File: src/rtl/avg_pkg.sv
// Shared types and width helpers for the multi-lane packet averager.
package avg_pkg;

    typedef enum logic [1:0] {ACC, DIV, OUT} avg_state_t;

    // Count must hold the value max_len itself, hence the +1.
    function automatic int unsigned f_cnt_w(input int unsigned max_len);
        return $clog2(max_len + 1);
    endfunction

    function automatic int unsigned f_sum_w(input int unsigned bit_w, input int unsigned max_len);
        return bit_w + f_cnt_w(max_len);
    endfunction

endpackage

File: src/rtl/avg_pkt_mc_if.sv
// Sample-in / average-out signal bundle for avg_pkt_mc.
interface avg_pkt_mc_if
    import avg_pkg::*;
#(
    parameter int unsigned G_BIT_WIDTH = 8,
    parameter int unsigned G_CH        = 1,
    parameter int unsigned G_MAX_LEN   = 256
);
    localparam int unsigned CW = f_cnt_w(G_MAX_LEN);

    logic [G_CH*G_BIT_WIDTH-1:0] i_data;
    logic                        i_valid;
    logic                        i_last;
    logic                        o_ready;
    logic [G_CH*G_BIT_WIDTH-1:0] o_avg_data;
    logic [CW-1:0]               o_cnt;
    logic                        o_ovf;
    logic                        o_valid;

    modport master (
        output i_data, i_valid, i_last,
        input  o_ready, o_avg_data, o_cnt, o_ovf, o_valid
    );

    modport slave (
        input  i_data, i_valid, i_last,
        output o_ready, o_avg_data, o_cnt, o_ovf, o_valid
    );

endinterface

File: src/rtl/avg_div.sv
// Sequential restoring divider, one quotient bit per cycle over G_QUO_W cycles.
// Numerator bits above G_QUO_W preload the remainder; caller guarantees quotient < 2**G_QUO_W.
module avg_div #(
    parameter int unsigned G_NUM_W = 17,
    parameter int unsigned G_DEN_W = 9,
    parameter int unsigned G_QUO_W = G_NUM_W,
    parameter int unsigned G_OUT_W = G_QUO_W
) (
    input  logic               i_clk,
    input  logic               i_rst_n,
    input  logic               i_start,
    input  logic [G_NUM_W-1:0] i_num,
    input  logic [G_DEN_W-1:0] i_den,
    output logic [G_OUT_W-1:0] o_quo,
    output logic               o_done
);
    localparam int unsigned IW = $clog2(G_QUO_W + 1);

    logic [G_DEN_W-1:0] rem_q;
    logic [G_QUO_W-1:0] quo_q;
    logic [G_DEN_W-1:0] den_q;
    logic [IW-1:0]      iter_q;
    logic               busy_q;

    logic [G_DEN_W:0]   trial;
    logic [G_DEN_W-1:0] diff;
    logic               ge;

    // Partial remainder stays below den, so the low bits of the difference are exact.
    always_comb begin
        trial = {rem_q, quo_q[G_QUO_W-1]};
        ge    = (trial >= {1'b0, den_q});
        diff  = trial[G_DEN_W-1:0] - den_q;
    end

    assign o_done = busy_q && (iter_q == IW'(G_QUO_W));
    assign o_quo  = quo_q[G_OUT_W-1:0];

    always_ff @(posedge i_clk or negedge i_rst_n) begin
        if (!i_rst_n) begin
            rem_q  <= '0;
            quo_q  <= '0;
            den_q  <= '0;
            iter_q <= '0;
            busy_q <= 1'b0;
        end else if (i_start) begin
            rem_q  <= G_DEN_W'(i_num >> G_QUO_W);
            quo_q  <= i_num[G_QUO_W-1:0];
            den_q  <= i_den;
            iter_q <= '0;
            busy_q <= 1'b1;
        end else if (busy_q) begin
            if (o_done) begin
                busy_q <= 1'b0;
            end else begin
                rem_q  <= ge ? diff : trial[G_DEN_W-1:0];
                quo_q  <= {quo_q[G_QUO_W-2:0], ge};
                iter_q <= iter_q + IW'(1);
            end
        end
    end

endmodule

File: src/rtl/avg_pkt_mc.sv
// Multi-lane packet averager: accumulate lanes until i_last, divide by count, strobe result.
// Build option: define AVG_ROUND_EN for round-half-up instead of truncation.
module avg_pkt_mc
    import avg_pkg::*;
#(
    parameter int unsigned G_BIT_WIDTH = 8,
    parameter int unsigned G_CH        = 1,
    parameter int unsigned G_MAX_LEN   = 256
) (
    input logic         i_clk,
    input logic         i_rst_n,
    avg_pkt_mc_if.slave bus
);
    localparam int unsigned BW = G_BIT_WIDTH;
    localparam int unsigned CW = f_cnt_w(G_MAX_LEN);
    localparam int unsigned SW = f_sum_w(G_BIT_WIDTH, G_MAX_LEN);
`ifdef AVG_ROUND_EN
    localparam int unsigned NW = SW + 1;
`else
    localparam int unsigned NW = SW;
`endif

    avg_state_t state_q, state_d;

    logic [SW-1:0] sum_q [G_CH];
    logic [SW-1:0] sum_d [G_CH];
    logic [CW-1:0] cnt_q, cnt_d;
    logic          ovf_q, ovf_d;

    logic [NW-1:0] num [G_CH];
    logic [BW-1:0] quo [G_CH];
    logic [G_CH-1:0] done_vec;
    logic            div_done;

    logic [G_CH*BW-1:0] avg_next;
    logic [G_CH*BW-1:0] avg_q;
    logic [CW-1:0]      cnt_out_q;
    logic               ovf_out_q;
    logic               valid_q;

    logic accept;
    logic start;

    assign bus.o_ready    = (state_q == ACC);
    assign accept         = bus.i_valid & bus.o_ready;
    assign start          = accept & bus.i_last;
    assign div_done       = &done_vec;
    assign bus.o_avg_data = avg_q;
    assign bus.o_cnt      = cnt_out_q;
    assign bus.o_ovf      = ovf_out_q;
    assign bus.o_valid    = valid_q;

    always_comb begin
        state_d = state_q;
        unique case (state_q)
            ACC:     if (start) state_d = DIV;
            DIV:     if (div_done) state_d = OUT;
            OUT:     state_d = ACC;
            default: state_d = ACC;
        endcase
    end

    // Samples beyond G_MAX_LEN are dropped so the sum can never wrap.
    always_comb begin
        cnt_d = cnt_q;
        ovf_d = ovf_q;
        for (int k = 0; k < G_CH; k++) sum_d[k] = sum_q[k];
        if (state_q == OUT) begin
            cnt_d = '0;
            ovf_d = 1'b0;
            for (int k = 0; k < G_CH; k++) sum_d[k] = '0;
        end else if (accept) begin
            if (cnt_q < CW'(G_MAX_LEN)) begin
                cnt_d = cnt_q + CW'(1);
                for (int k = 0; k < G_CH; k++) begin
                    sum_d[k] = sum_q[k] + SW'(bus.i_data[k*BW +: BW]);
                end
            end else begin
                ovf_d = 1'b1;
            end
        end
    end

    for (genvar k = 0; k < G_CH; k++) begin : g_lane
`ifdef AVG_ROUND_EN
        assign num[k] = {1'b0, sum_d[k]} + NW'(cnt_d >> 1);
`else
        assign num[k] = sum_d[k];
`endif
        // Divider loads the post-accept sum/count on the same edge that takes i_last.
        avg_div #(
            .G_NUM_W (NW),
            .G_DEN_W (CW),
            .G_QUO_W (SW),
            .G_OUT_W (BW)
        ) u_div (
            .i_clk   (i_clk),
            .i_rst_n (i_rst_n),
            .i_start (start),
            .i_num   (num[k]),
            .i_den   (cnt_d),
            .o_quo   (quo[k]),
            .o_done  (done_vec[k])
        );
    end

    always_comb begin
        avg_next = '0;
        for (int k = 0; k < G_CH; k++) avg_next[k*BW +: BW] = quo[k];
    end

    always_ff @(posedge i_clk or negedge i_rst_n) begin
        if (!i_rst_n) begin
            state_q <= ACC;
            cnt_q   <= '0;
            ovf_q   <= 1'b0;
            for (int k = 0; k < G_CH; k++) sum_q[k] <= '0;
        end else begin
            state_q <= state_d;
            cnt_q   <= cnt_d;
            ovf_q   <= ovf_d;
            for (int k = 0; k < G_CH; k++) sum_q[k] <= sum_d[k];
        end
    end

    always_ff @(posedge i_clk or negedge i_rst_n) begin
        if (!i_rst_n) begin
            avg_q     <= '0;
            cnt_out_q <= '0;
            ovf_out_q <= 1'b0;
            valid_q   <= 1'b0;
        end else begin
            valid_q <= 1'b0;
            if (state_q == DIV && div_done) begin
                avg_q     <= avg_next;
                cnt_out_q <= cnt_q;
                ovf_out_q <= ovf_q;
                valid_q   <= 1'b1;
            end
        end
    end

endmodule

File: src/flat_wrapper.sv
// flat-port wrapper written by rule: the top's interface ports become plain ports
module avg_pkt_mc_flat import avg_pkg::*;
#(
    parameter int unsigned G_BIT_WIDTH = 8,
    parameter int unsigned G_CH        = 1,
    parameter int unsigned G_MAX_LEN   = 256
)
  (i_clk, i_rst_n, bus_i_data, bus_i_valid, bus_i_last, bus_o_ready, bus_o_avg_data, bus_o_cnt, bus_o_ovf, bus_o_valid);
  avg_pkt_mc_if #(.G_BIT_WIDTH(G_BIT_WIDTH), .G_CH(G_CH), .G_MAX_LEN(G_MAX_LEN)) bus_i ();
  input logic i_clk;
  input logic i_rst_n;
  input wire logic [$bits(bus_i.i_data)-1:0] bus_i_data;
  input wire logic [$bits(bus_i.i_valid)-1:0] bus_i_valid;
  input wire logic [$bits(bus_i.i_last)-1:0] bus_i_last;
  output wire logic [$bits(bus_i.o_ready)-1:0] bus_o_ready;
  output wire logic [$bits(bus_i.o_avg_data)-1:0] bus_o_avg_data;
  output wire logic [$bits(bus_i.o_cnt)-1:0] bus_o_cnt;
  output wire logic [$bits(bus_i.o_ovf)-1:0] bus_o_ovf;
  output wire logic [$bits(bus_i.o_valid)-1:0] bus_o_valid;
  assign bus_i.i_data = bus_i_data;
  assign bus_i.i_valid = bus_i_valid;
  assign bus_i.i_last = bus_i_last;
  assign bus_o_ready = bus_i.o_ready;
  assign bus_o_avg_data = bus_i.o_avg_data;
  assign bus_o_cnt = bus_i.o_cnt;
  assign bus_o_ovf = bus_i.o_ovf;
  assign bus_o_valid = bus_i.o_valid;
  avg_pkt_mc #(.G_BIT_WIDTH(G_BIT_WIDTH), .G_CH(G_CH), .G_MAX_LEN(G_MAX_LEN)) u_core (.i_clk(i_clk), .i_rst_n(i_rst_n), .bus(bus_i));
endmodule
File: config.mk
export PLATFORM = sky130hd
export DESIGN_NAME = avg_pkt_mc_flat
export DESIGN_NICKNAME = d
export VERILOG_FILES = /design/src/rtl/avg_pkg.sv /design/src/rtl/avg_pkt_mc_if.sv /design/src/rtl/avg_div.sv /design/src/rtl/avg_pkt_mc.sv /design/src/flat_wrapper.sv
export SDC_FILE = /design/constraint.sdc
export NUM_CORES = 1
export LEC_CHECK = 0
export ABC_AREA = 1
export CAP_MARGIN = 0
export CORE_ASPECT_RATIO = 1.4
export CORE_MARGIN = 2
export CORE_UTILIZATION = 45
export CTS_BUF_LIST = sky130_fd_sc_hd__clkbuf_16
export DETAILED_ROUTE_END_ITERATION = 7
export GPL_TIMING_DRIVEN = 0
export PLACE_DENSITY = 0.6
export SYNTH_ARGS = -nofsm -noshare
export SYNTH_HDL_FRONTEND = slang
export SYNTH_SLANG_ARGS = --single-unit
File: constraint.sdc
create_clock -name i_clk -period 2.1 [get_ports i_clk]
set_input_delay 0.21 -clock i_clk [delete_from_list [all_inputs] [get_ports i_clk]]
set_output_delay 0.21 -clock i_clk [all_outputs]
set_load 0.01 [all_outputs]
==> reports/qor.csv, run 1 <==
metric,value,unit
largest_fanout_of_any_net_on_the_critical_path,9,
design.final.nets,711,
met3_usage,2.88,%
final_count_of_negative_setup_slack_endpoints,0,
share_of_the_cycle_needed_by_the_critical_path_after_routing,92.3,%
gr-max-usage-layer,met2,
timing_worst_setup_path_type,reg2reg,
insertedDiodeCount,0,
crit-reg2reg-capture,u_core.g_lane[0].u_div.rem_q[8]$_DFFE_PN0P_,
clock-sinks,89,
worstPathArrival,2.22,ns
report.power.total,0.00897,W
finClkSkew,0.00685,ns
floorplan_die_area,0.0118,mm²
drive_gt1_share,8.50,%
grtUsageMet2,40.7,%
drc,0,
syn_area,0.00493,mm²
h-tree-depth,3,
crit_start,u_core.g_lane[0].u_div.quo_q[16]$_DFFE_PN0P_,
rows,45,
timing.critical_path.required,2.39,ns
worst_setup_path_endpoint,u_core.g_lane[0].u_div.rem_q[8]$_DFFE_PN0P_,
fmax,516,MHz
dieHeight,128,µm
leakage,2.99,nW
die_w,92.4,µm
wire_length_of_the_first_global_routing_pass,20.5,mm
detail_route.vias_per_cell,5.14,
synthesis.area_per_instance,7.81,µm²
yosys-top-cells-area,"sky130_fd_sc_hd__dfrtp_1 (45%), sky130_fd_sc_hd__nand2_1 (13%), sky130_fd_sc_hd__inv_1 (7.5%)",
clock_tree.root_cell,sky130_fd_sc_hd__clkbuf_16,
status,"finished, final reports clean",
seq_area_frac_synth,45.2,%
global_route.usage.total,22.2,%
critical_path.endpoint_type,flip-flop,
maximum_number_of_buffers_from_clock_root_to_sink,2,
mappedNetlistNets,665,
use_met1,26.8,%
synth_cell_type_count,36,
floorplan.initialDensity,45.8,%
fp.coreArea,0.0108,mm²
post-route-min-period,1.94,ns
place_ws,-0.237,ns
path_clk_slew,0.07,ns
cts-buffers-inserted,9,
first_pass_iters,5,
synth.yosys.warnings,0,
layout.cells.non_filler,823,
number_of_cells_on_the_worst_reg_to_reg_path,13,
worstMarginPinSlew,0.532,ns
rr_startpoint,u_core.g_lane[0].u_div.quo_q[16]$_DFFE_PN0P_,
port_buffers,31,
post-dp-hpwl,9.03,mm
power_density,1530,mW/mm²
slew_viol_final,0,
placed_cells_incl_taps,804,
overflow,0,
netlist.area_leader.share,45.2,%
worst_setup_path_start_kind,flip-flop,
clock_tree_from_tritoncts,yes,
drt-initial-drc-count,187,
rsz0062_at_grt,no,
vdd_drop_max,0.567,mV
min_path_type,in2async,
max_cap_viol_count,0,
gate_count_of_the_mapped_netlist,631,
final_hold_violations,0,
gp_congestion,0.865,
area_growth,19.0,%
routed-via-count,4234,
r2r_slack,0.16,ns
detail_route.wl_per_cell,14.8,µm
slew_headroom,64.5,%
number_of_flip_flops_and_latches_in_the_synthesized_netlist,89,
pin_count_of_the_biggest_net_entering_global_routing,59,
first_global_vias,4285,
netlist.top_cell.by_area,sky130_fd_sc_hd__dfrtp_1,
layout.filler_cells,1030,
grt_antenna_before_repair,0,
worst_slack,0.161,ns
clock_insertion_delay_worst_skew,0.35,ns
io-pin-count,32,
postRouteAntennaNets,0,
postRouteWirelength,12.2,mm
[stage by stage]
| stage | area [µm²] | TNS [ns] | hold WS, ns | util (%) |
|---|---|---|---|---|
| floorplan | 4930 | 0 | -0.0856 | - |
| global placement | 5420 | -228.52 | 0.459 | 50.4 |
| detailed placement | 5440 | -3.53 | 0.189 | 50.6 |
| CTS | 5820 | 0 | 0.361 | 54.1 |
| global route | 5860 | 0 | 0.394 | 54.5 |
| finish | 5860 | 0 | 0.349 | 54.5 |
[where the power goes]
part           internal, W  total, W  switching, W  leakage, nW
registers          0.00235   0.00274      0.000397         1.11
clock network      0.00117   0.00188      0.000711        0.168
logic              0.00169   0.00434       0.00265         1.71
[synth_stat cells]
cell	number
sky130_fd_sc_hd__ha_1	20
sky130_fd_sc_hd__o211ai_1	1
sky130_fd_sc_hd__o31ai_1	2
sky130_fd_sc_hd__o21ai_0	42
sky130_fd_sc_hd__a21oi_1	21
sky130_fd_sc_hd__and3_1	11
sky130_fd_sc_hd__nor3_1	4
sky130_fd_sc_hd__nand3_2	2
sky130_fd_sc_hd__nand2_2	4
sky130_fd_sc_hd__inv_1	99
sky130_fd_sc_hd__dfrtp_1	89
sky130_fd_sc_hd__nor2_4	3
sky130_fd_sc_hd__o21ai_1	1
sky130_fd_sc_hd__buf_6	1
sky130_fd_sc_hd__xor2_1	3
sky130_fd_sc_hd__nor4_1	1
sky130_fd_sc_hd__a21o_1	3
sky130_fd_sc_hd__o22ai_1	11
sky130_fd_sc_hd__nand4_2	1
sky130_fd_sc_hd__clkinv_2	1
sky130_fd_sc_hd__buf_2	11
sky130_fd_sc_hd__xnor2_1	5
sky130_fd_sc_hd__fa_1	2
sky130_fd_sc_hd__clkbuf_1	4
sky130_fd_sc_hd__o21bai_1	2
sky130_fd_sc_hd__nand4_1	16
sky130_fd_sc_hd__nor2_1	28
sky130_fd_sc_hd__nand2_1	177
sky130_fd_sc_hd__o221ai_1	2
sky130_fd_sc_hd__buf_1	2
sky130_fd_sc_hd__nor3_2	4
sky130_fd_sc_hd__nand3b_1	9
sky130_fd_sc_hd__a22oi_1	1
sky130_fd_sc_hd__inv_2	3
sky130_fd_sc_hd__nand3_1	44
sky130_fd_sc_hd__or2_2	1
[critical path, cell delays in order (launching register included)]
cell	delay (ns)
sky130_fd_sc_hd__dfrtp_1	0.33
sky130_fd_sc_hd__inv_1	0.07
sky130_fd_sc_hd__ha_2	0.21
sky130_fd_sc_hd__fa_2	0.35
sky130_fd_sc_hd__nand3b_1	0.18
sky130_fd_sc_hd__nand2_2	0.10
sky130_fd_sc_hd__nand2_2	0.07
sky130_fd_sc_hd__nand3_4	0.11
sky130_fd_sc_hd__nand2_8	0.09
sky130_fd_sc_hd__nand2_8	0.12
sky130_fd_sc_hd__inv_1	0.09
sky130_fd_sc_hd__nand2_1	0.06
sky130_fd_sc_hd__nand2_1	0.05
sky130_fd_sc_hd__nand2_1	0.05
[flip-flops by register name, summed over array words and instances, names as in the netlist, 2 cells and up]
register	count
u_core.sum_q	17
u_core.g_lane.u_div.rem_q	9
u_core.state_q	2
u_core.bus.o_avg_data	8
u_core.g_lane.u_div.den_q	9
u_core.bus.o_cnt	9
u_core.g_lane.u_div.quo_q	17
u_core.cnt_q	9
u_core.g_lane.u_div.iter_q	5
[placed cells by master, fill, tap and decap left out, types with 5 or more instances in the layout]
cell                              Yosys  layout
sky130_fd_sc_hd__a21oi_1             21      21
sky130_fd_sc_hd__and3_1              11      11
sky130_fd_sc_hd__inv_1               99      99
sky130_fd_sc_hd__dfrtp_1             89      89
sky130_fd_sc_hd__nand3_1             44      43
sky130_fd_sc_hd__buf_2               11      11
sky130_fd_sc_hd__nand2_1            177     175
sky130_fd_sc_hd__o21ai_0             42      42
sky130_fd_sc_hd__o22ai_1             11      11
sky130_fd_sc_hd__clkdlybuf4s50_1      0      30
sky130_fd_sc_hd__xnor2_1              5       5
sky130_fd_sc_hd__ha_1                20      18
sky130_fd_sc_hd__nor2_1              28      27
sky130_fd_sc_hd__nand2_2              4       5
sky130_fd_sc_hd__nand4_1             16      16
sky130_fd_sc_hd__nand3b_1             9       9
sky130_fd_sc_hd__clkbuf_16            0       9
[how the worst min path moves through the flow]
stage	startpoint	endpoint	slack [ns]	cells past startpoint
floorplan	i_rst_n	u_core.bus.o_avg_data[0]$_DFFE_PN0P_	-0.09	0
global placement	u_core.g_lane[0].u_div.iter_q[3]$_DFFE_PN0P_	u_core.g_lane[0].u_div.iter_q[3]$_DFFE_PN0P_	0.46	1
detailed placement	i_rst_n	u_core.bus.o_valid$_DFF_PN0_	0.19	1
CTS	i_rst_n	u_core.bus.o_valid$_DFF_PN0_	0.36	2
global route	i_rst_n	u_core.bus.o_valid$_DFF_PN0_	0.39	2
finish	i_rst_n	u_core.bus.o_valid$_DFF_PN0_	0.35	2
[routing by layer]
layer	vias to the layer above	share of wire, %
li1	2129	-
met1	2034	41
met2	57	54
met3	14	2.9
met4	0	1.4
met5	-	0
[repair_timing]
| action | 4_1_cts | 5_1_grt |
|---|---|---|
| hold buffers | 1 | 0 |
| hold endpoints to repair | 31 | 0 |
| gates resized for setup | 4 | 9 |
| endpoints found under the setup margin | 10 | 18 |
| buffers inserted | 0 | 1 |
| pin swaps | 1 | 3 |
| gates cloned | 1 | 0 |
[final cells by class]
type / instances / area [µm²] / area share (%)
multi-input combinational: 422 / 2290 / 39.0
sequential: 89 / 2230 / 38.0
inverter: 103 / 388 / 6.62
timing repair buffer: 34 / 353 / 6.02
clock buffer: 9 / 225 / 3.84
tap: 141 / 176 / 3.01
clock inverter: 7 / 116 / 1.98
buffer: 18 / 88.8 / 1.52
[logic make-up after synthesis]
kind of cell,share of synthesized area (%)
AND/OR/NAND/NOR,28.2
buffers and inverters,9.67
flip-flops,45.2
AO/OA/AOI/OAI,9.62
adder cells (fa/ha/maj),5.89
XOR/XNOR,1.42
Note: power is estimated with default switching activity, not from simulation.
==> run 2: changes to the inputs <==
--- a/config.mk
+++ b/config.mk
@@ -9,11 +9,11 @@
 export CAP_MARGIN = 0
 export CORE_ASPECT_RATIO = 1.4
 export CORE_MARGIN = 2
-export CORE_UTILIZATION = 45
+export CORE_UTILIZATION = 40
 export CTS_BUF_LIST = sky130_fd_sc_hd__clkbuf_16
 export DETAILED_ROUTE_END_ITERATION = 7
 export GPL_TIMING_DRIVEN = 0
-export PLACE_DENSITY = 0.6
+export PLACE_DENSITY = 0.55
 export SYNTH_ARGS = -nofsm -noshare
 export SYNTH_HDL_FRONTEND = slang
 export SYNTH_SLANG_ARGS = --single-unit
==> reports/qor.csv, run 2 (same netlist as run 1, synthesis figures left out) <==
metric,value,unit,change
status,"finished, final reports clean",,
cts-buffers-inserted,9,,unchanged
clock_tree.root_cell,sky130_fd_sc_hd__clkbuf_16,,
multiInputGateArea,0.00231,mm²,+0.82%
leakage,2.97,nW,-0.48%
pin_count_of_the_biggest_net_entering_global_routing,66,,+12%
layout.filler_cells,1237,,+20%
drive_gt1_share,8.50,%,unchanged
dominant_cell_type_by_count_on_the_critical_path,sky130_fd_sc_hd__nand2_1,,
insertedDiodeCount,0,,unchanged
gp_congestion,0.849,,-1.8%
maximum_number_of_buffers_from_clock_root_to_sink,2,,unchanged
detail_route.vias_per_cell,5.14,,about the same
global_route.usage.total,20.0,%,-2.2 points
post_cts_setup_buffer_count,0,,unchanged
h-tree-depth,3,,unchanged
timing_worst_setup_path_type,reg2reg,,
io-pin-count,32,,unchanged
clock_tree_from_tritoncts,yes,,
wire_length_of_the_first_global_routing_pass,21.0,mm,+2.4%
most_frequent_standard_cell_in_the_layout_excluding_fill_and_tap_cells,sky130_fd_sc_hd__nand2_1,,
worst_setup_path_start_kind,flip-flop,,
critical-path-max-stage-delay,0.41,ns,+0.06 ns
min_path_type,in2async,,
first_pass_iters,4,,-1
largest_registers,"u_core.g_lane.u_div.quo_q: 17 flops, u_core.sum_q: 17 flops",,
power_density,1500,mW/mm²,-1.9%
drc,0,,unchanged
dieHeight,135,µm,+5.9%
postRouteWirelength,12.6,mm,+3.4%
largest_fanout_of_any_net_on_the_critical_path,6,,-3
cp_cell_sequence,ha_1 > fa_2 > nand3b_1 > nand2_2 > nand2_1 > nand3_4 > nand2_8 > nand2_4 > nand2_1 > nand3_1 > nand2_1,,
rows,48,,+6.7%
r2r_slack,0.13,ns,-0.03 ns
finClkSkew,0.00855,ns,+0.00169 ns
critical_path.top_delay_family,simple AND/OR/NAND/NOR gates,,
path_clk_slew,0.07,ns,about the same
design.final.nets,711,,unchanged
clock-sinks,89,,unchanged
floorplan.initialDensity,40.4,%,-5.4 points
final_hold_violations,0,,unchanged
crit-reg2reg-capture,u_core.g_lane[0].u_div.rem_q[6]$_DFFE_PN0P_,,
worstPathArrival,2.20,ns,-0.02 ns
final_count_of_negative_setup_slack_endpoints,0,,unchanged
detail_route.wl_per_cell,15.1,µm,+2.3%
floorplan_die_area,0.0132,mm²,+12%
timing.critical_path.required,2.33,ns,-0.06 ns
first_global_vias,4278,,-0.16%
overflow,0,,unchanged
critical_path.endpoint_type,flip-flop,,
worstMarginPinSlew,0.581,ns,+0.0486 ns
port_buffers,31,,unchanged
post-dp-hpwl,9.32,mm,+3.2%
timing.setup.tns,0,ns,unchanged
share_of_the_cycle_needed_by_the_critical_path_after_routing,93.9,%,+1.6 points
report.power.total,0.00878,W,-2.0%
postRouteAntennaNets,0,,unchanged
layout.cells.most_common_list,"sky130_fd_sc_hd__nand2_1 (175), sky130_fd_sc_hd__inv_1 (100), sky130_fd_sc_hd__dfrtp_1 (89)",,
vdd_drop_max,0.666,mV,+17%
drt-initial-drc-count,226,,+21%
die_w,97.8,µm,+5.8%
worst-path-buf-inv,0,,-2
fmax,507,MHz,-1.7%
grt_antenna_before_repair,0,,unchanged
whs,0.311,ns,-0.0385 ns
slew_viol_final,0,,unchanged
rr_startpoint,u_core.g_lane[0].u_div.den_q[0]$_DFFE_PN0P_,,
critPathSlowestCell,sky130_fd_sc_hd__dfrtp_1,,
routed-via-count,4277,,+1.0%
number_of_cells_on_the_worst_reg_to_reg_path,11,,-2
max_cap_viol_count,0,,unchanged
slew_headroom,61.3,%,-3.2 points
post-route-min-period,1.97,ns,+0.0328 ns
area_growth,18.8,%,
fp.coreArea,0.0122,mm²,+13%
clock_insertion_delay_worst_skew,0.34,ns,about the same
register_area,0.00223,mm²,unchanged
-- run 2: final cells by class --
type                       count  share of cell area, %
buffer                        18                   1.54
inverter                     103                   6.63
multi-input combinational    423                   39.4
clock inverter                 7                   1.41
timing repair buffer          33                   5.90
sequential                    89                   38.1
tap                          150                   3.21
clock buffer                   9                   3.85
-- run 2: what timing repair did --
action / CTS / global route
resized for setup: 5 / 9
hold buffers: 1 / 0
setup endpoints to repair: 11 / 17
hold endpoints to repair: 24 / 0
pin swaps: 1 / 2
cloned: 1 / 1
-- run 2: how the worst max path moves through the flow --
stage / from / endpoint / slack, ns / cells past startpoint
final: u_core.g_lane[0].u_div.den_q[0]$_DFFE_PN0P_ / u_core.g_lane[0].u_div.rem_q[6]$_DFFE_PN0P_ / 0.13 / 11
after global placement: i_rst_n / u_core.sum_q[14]$_DFF_PN0_ / -2.56 / 1
after CTS: u_core.g_lane[0].u_div.den_q[0]$_DFFE_PN0P_ / u_core.g_lane[0].u_div.rem_q[8]$_DFFE_PN0P_ / 0.02 / 12
after global routing: u_core.g_lane[0].u_div.den_q[0]$_DFFE_PN0P_ / u_core.g_lane[0].u_div.rem_q[4]$_DFFE_PN0P_ / -0.004 / 11
after detailed placement: bus_i_data[0] / u_core.g_lane[0].u_div.quo_q[12]$_DFFE_PN0P_ / -0.35 / 10
after floorplan: u_core.g_lane[0].u_div.quo_q[16]$_DFFE_PN0P_ / u_core.g_lane[0].u_div.rem_q[5]$_DFFE_PN0P_ / 0.21 / 12
-- run 2: worst reg2reg max path: cells and delay by family, from the launching register on --
family	cells	cell delay, ns
flip-flops	1	0.41
adder cells (fa/ha/maj)	2	0.58
AND/OR/NAND/NOR	9	0.88
-- run 2: power breakdown --
group          internal, W  leakage (nW)  total (W)  switching (W)
sequential         0.00235          1.11    0.00275       0.000403
clock             0.000935         0.146    0.00166       0.000726
combinational      0.00168          1.71    0.00437        0.00269
total              0.00496          2.97    0.00878        0.00382
-- run 2: per-layer routing --
metal,wire (µm),GRT usage (%),up-vias,share of wire [%]
li1,-,-,2125,-
met1,5460,24.5,2071,43
met2,6600,36.0,63,52
met3,313,2.79,18,2.5
met4,231,7.25,0,1.8
met5,0,0,-,0
-- run 2: stage by stage --
step / area [µm²] / utilization, % / instances / worst slack [ns]
2_1_floorplan: 4930 / - / 631 / 0.210
3_3_place_gp: 5430 / 44.5 / 812 / -2.56
3_5_place_dp: 5450 / 44.7 / 813 / -0.354
4_1_cts: 5800 / 47.6 / 831 / 0.0154
5_1_grt: 5850 / 48.0 / 832 / -0.00393
6_report: 5850 / 48.0 / 832 / 0.128
